<file path="src/rtl/commit_order_arbiter.sv">
// rtl/commit_order_arbiter.sv - merges out-of-order branch results into one writeback stream in commit_id order
module commit_order_arbiter #(
  parameter int data_width      = 16,
  parameter int n_branches      = 4,
  parameter int commit_id_width = 8,
  parameter int n_blocks        = 256,
  parameter int stall_limit     = 1023,
  localparam int bw = $clog2(n_blocks),
  localparam int sw = $clog2(n_branches),
  localparam int cw = $clog2(stall_limit + 1)
) (
  input  logic                                  clk,
  input  logic                                  reset,
  input  logic                                  enable,
  input  logic [n_branches-1:0]                 in_valid,
  output logic [n_branches-1:0]                 in_ready,
  input  logic [n_branches*commit_id_width-1:0] in_commit_id,
  input  logic [n_branches*data_width-1:0]      in_data,
  input  logic [n_branches*4-1:0]               in_dest,
  input  logic [n_branches*bw-1:0]              in_block,
  input  logic [n_branches-1:0]                 in_writes_external,
  output logic                                  out_valid,
  input  logic                                  out_ready,
  output logic [commit_id_width-1:0]            out_commit_id,
  output logic [data_width-1:0]                 out_data,
  output logic [3:0]                            out_dest,
  output logic [bw-1:0]                         out_block,
  output logic                                  out_writes_external,
  output logic [sw-1:0]                         out_branch,
  output logic [commit_id_width-1:0]            next_id,
  output logic                                  stall_error
);

  logic [n_branches-1:0] match;
  logic [n_branches-1:0] grant;
  logic [sw-1:0]         sel;
  logic                  found;
  logic                  free;
  logic                  accept;
  logic [cw-1:0]         stall_cnt;

  // Lowest-index match wins; extra matches are a protocol violation and simply wait.
  always_comb begin
    match = '0;
    grant = '0;
    sel   = '0;
    found = 1'b0;
    for (int i = 0; i < n_branches; i++) begin
      match[i] = in_valid[i] &&
                 (in_commit_id[i*commit_id_width +: commit_id_width] == next_id);
      if (match[i] && !found) begin
        grant[i] = 1'b1;
        sel      = sw'(i);
        found    = 1'b1;
      end
    end
  end

  assign free     = !out_valid || out_ready;
  assign in_ready = (enable && free) ? grant : '0;
  assign accept   = |in_ready;

  always_ff @(posedge clk or posedge reset) begin
    if (reset) begin
      out_valid           <= 1'b0;
      out_commit_id       <= '0;
      out_data            <= '0;
      out_dest            <= '0;
      out_block           <= '0;
      out_writes_external <= 1'b0;
      out_branch          <= '0;
      next_id             <= '0;
      stall_cnt           <= '0;
      stall_error         <= 1'b0;
    end else if (enable) begin
      if (accept) begin
        out_valid           <= 1'b1;
        out_commit_id       <= in_commit_id[int'(sel)*commit_id_width +: commit_id_width];
        out_data            <= in_data[int'(sel)*data_width +: data_width];
        out_dest            <= in_dest[int'(sel)*4 +: 4];
        out_block           <= in_block[int'(sel)*bw +: bw];
        out_writes_external <= in_writes_external[sel];
        out_branch          <= sel;
        next_id             <= next_id + 1'b1;
      end else if (out_valid && out_ready) begin
        out_valid <= 1'b0;
      end

      // Watchdog: results waiting but none carries the expected ID.
      if (accept || in_valid == '0) begin
        stall_cnt <= '0;
      end else if (!(|match) && stall_cnt != cw'(stall_limit)) begin
        stall_cnt <= stall_cnt + 1'b1;
      end
      if (stall_cnt == cw'(stall_limit)) begin
        stall_error <= 1'b1;
      end
    end
  end

endmodule

</file>
<file path="config.mk">
export PLATFORM = sky130hd
export DESIGN_NAME = commit_order_arbiter
export DESIGN_NICKNAME = d
export VERILOG_FILES = /design/src/rtl/commit_order_arbiter.sv
export SDC_FILE = /design/constraint.sdc
export NUM_CORES = 1
export LEC_CHECK = 0
export CAP_MARGIN = 20
export CORE_MARGIN = 4
export CORE_UTILIZATION = 36
export DETAILED_ROUTE_END_ITERATION = 10
export GPL_ROUTABILITY_DRIVEN = 0
export GPL_TIMING_DRIVEN = 0
export PLACE_DENSITY = 0.78
export SYNTH_ARGS = -nofsm -noshare
export SYNTH_HDL_FRONTEND = slang
export SYNTH_SLANG_ARGS = --single-unit
export TNS_END_PERCENT = 30
</file>
<file path="constraint.sdc">
create_clock -name clk -period 2.2 [get_ports clk]
set_clock_uncertainty 0.05 [all_clocks]
set_input_delay 0.33 -clock clk [delete_from_list [all_inputs] [get_ports clk]]
set_output_delay 0.33 -clock clk [all_outputs]
set_load 0.03 [all_outputs]
</file>
==> results.sh <==
export IMPL_start_util=0.372
export IMPL_finalCritPeriodShare=1.17
export IMPL_cts_hold_buf=0
export IMPL_synth_area_mm2=0.00386
export IMPL_first_global_vias=5050
export IMPL_n_antenna_cell=0
export IMPL_maxSlewHeadroom=0.554
export IMPL_synth_edf_count=0
export IMPL_rows=37
export IMPL_layout_drive_gt1_share=0.210
export IMPL_cts_buffers=9
export IMPL_hp_class="in -> async"
export IMPL_setup_slack_ps=-373
export IMPL_powerDensity_mw_per_mm2=506
export IMPL_yosys_top_cells_area="dfrtp_1 (38%), a221o_1 (9.1%), o211ai_1 (7.0%)"
export IMPL_die_h_um=112
export IMPL_p_leak_nw=3.10
export IMPL_dpl_cell_area_mm2=0.00630
export IMPL_syn_inst=433
export IMPL_ys_types=46
export IMPL_drt_wl_total_um=17900
export IMPL_criticalPathCategory="reg -> reg"
export IMPL_cts_tree="yes"
export IMPL_r2r_slack_ps=-370
export IMPL_fin_area_mm2=0.00725
export IMPL_status="complete, but fails checks"
export IMPL_clock_sinks=59
export IMPL_hold_viol=0
export IMPL_ys_seq_elements=59
export IMPL_violations="setup timing"
export IMPL_grt_max_degree=41
export IMPL_cts_buffer_depth=2
export IMPL_yosysSeqAreaShare=0.382
export IMPL_clkTransAtPathRegs_ps=70
export IMPL_portBuffers=208
export IMPL_arrival_ps=2740
export IMPL_die_area_mm2=0.0124
export IMPL_final_nets=850
export IMPL_final_util=0.699
export IMPL_synth_top_cell_by_area="dfrtp_1"
export IMPL_critPathLaunchType="register"
export IMPL_cts_root_buffer="clkbuf_8"
export IMPL_layout_min_cycle_time_ps=2570
export IMPL_synthesis_nets=591
export IMPL_peakVddDrop_v=0.000272
export IMPL_gr_usage_all_layers=0.270
export IMPL_synthArstFlopShare=1.00
export IMPL_grt_remaining_overflow=0
export IMPL_grt_pass1_wl_um=26700
export IMPL_maxCapViolCount=0
export IMPL_ioPinCount=209
export IMPL_synth_area_per_cell_um2=8.92
export IMPL_viasPerCell=5.88
export IMPL_crit_path_end_kind="register"
export IMPL_ant_nets=0
export IMPL_dp_hpwl_um=12600
export IMPL_syn_to_final_growth_pct=87.8
export IMPL_vias=4884
export IMPL_critical_path_required_ps=2370
export IMPL_coreArea_mm2=0.0104
export IMPL_drc=0
export IMPL_synth_flop_cell="dfrtp_1"
export IMPL_rsz0062_at_grt="yes"
export IMPL_netlist_area_leader_share=0.382
export IMPL_htree_levels=3
export IMPL_setup_viol=61
export IMPL_die_w_um=112
export IMPL_clock_latency_ps=350
export IMPL_tightest_slew_ps=663
export IMPL_dr_pass1_iters=6
export IMPL_cp_max_fo=7
export IMPL_ys_warn_count=0
export IMPL_wl_per_cell_um=21.6
export IMPL_antenna_found_initial=0
export IMPL_tns_ps=-17860
export IMPL_fmax_ghz=0.389
export IMPL_drt_iter0_markers=603
export IMPL_drv_slew=0
worst paths after layout:
| path | depth (start not counted) | endpoint | start |
|---|---|---|---|
| setup / recovery | 10 | stall_cnt[1]$_DFFE_PP0P_ | next_id[5]$_DFFE_PP0P_ |
| hold / removal | 2 | out_data[13]$_DFFE_PP0P_ | reset |
| setup reg to reg | 10 | stall_cnt[1]$_DFFE_PP0P_ | next_id[5]$_DFFE_PP0P_ |
| hold reg to reg | 1 | stall_error$_DFFE_PP0P_ | stall_error$_DFFE_PP0P_ |
| max in group asynchronous | 3 | out_block[4]$_DFFE_PP0P_ | reset |
| min in group clk | 4 | next_id[0]$_DFFE_PP0P_ | in_commit_id[0] |
cell families after synthesis:
kind of cell | after synthesis | share of synthesized area
simple gates | 147 | 0.182
compound gates | 141 | 0.280
flops | 59 | 0.382
buf+inv | 45 | 0.0600
xor+xnor | 38 | 0.0862
fa+ha+maj | 2 | 0.00648
mux | 1 | 0.00292
power breakdown:
part	internal (mW)	total [mW]	switching, mW
logic	0.619	1.20	0.577
clock network	0.688	1.14	0.447
registers	1.24	1.34	0.103
total	2.54	3.67	1.13
cell type report:
| type | count | area [um2] |
|---|---|---|
| clock inverter | 2 | 60.1 |
| timing repair buffer | 258 | 2580 |
| sequential | 59 | 1490 |
| tap | 136 | 170 |
| fill | 782 | 3120 |
| inverter | 5 | 18.8 |
| multi-input combinational | 329 | 2480 |
| buffer | 30 | 304 |
| clock buffer | 12 | 155 |
cell usage in the layout (no fill, tap or decap), types with 4 or more instances in the layout:
master,count
clkdlybuf4s50_1,198
xor2_1,8
nand2b_1,4
xnor2_2,13
clkbuf_8,13
o21ai_0,14
clkbuf_2,4
and3_1,8
dfrtp_1,51
clkbuf_1,4
a221o_1,35
inv_1,4
a31oi_1,35
buf_8,4
a311oi_1,5
nand2_1,48
nor2_1,40
nand4_1,7
xnor2_1,13
nor3_4,4
o211ai_1,36
nand3_1,8
buf_6,19
buf_4,39
dlygate4sd2_1,4
dfrtp_2,8
nor3_1,4
buf_12,4
registers in the layout, summed over array words and instances (netlist names):
signal / cells
next_id: 8
out_commit_id: 8
out_data: 16
out_dest: 4
out_block: 8
stall_error: 1
out_branch: 2
stall_cnt: 10
out_valid: 1
out_writes_external: 1
critical path, stage by stage, from the launching register on:
cell      delay [ps]
dfrtp_2          470
buf_4            160
xnor2_1          200
nand2_1          120
or3_4            470
a41oi_4          260
buf_12           160
buf_8            140
a211oi_1          70
o21ai_0          210
o21ai_0          120
synthesized netlist by cell type, types with 7 or more instances:
cell type and instances:
dfrtp_1 59, nand2_1 49, nor2_1 42, o211ai_1 36, a221o_1 35, a31oi_1 35
xnor2_1 29, buf_2 17, o21ai_0 16, clkbuf_1 13, nand3_1 10, xor2_1 9
and3_1 8, nor3_1 8, nand4_1 7
metrics by stage:
stage                     total power [mW]  hold slack, ps  instances  worst slack, ps
after detailed placement              2.48             412        779            -1050
after global placement                2.45             394        777            -1050
final                                 3.67             278        831             -373
after CTS                             3.64             288        824             -374
after global routing                  3.80             327        831             -411
after floorplan                       1.84             397        433             -222
per-layer routing:
metal	share of wire	up-vias	GRT usage
met1	0.40	2387	0.331
met5	0	-	0
met2	0.49	281	0.458
li1	-	2160	-
met3	0.073	56	0.0522
met4	0.035	0	0.131
timing repair:
action,4_1_cts,5_1_grt
endpoints found under the hold margin,0,0
cloned,4,0
buffers inserted,35,9
resized for setup,91,38
pin swaps,20,13
endpoints found under the setup margin,62,63
No activity file was read; power rests on OpenSTA's default activity.
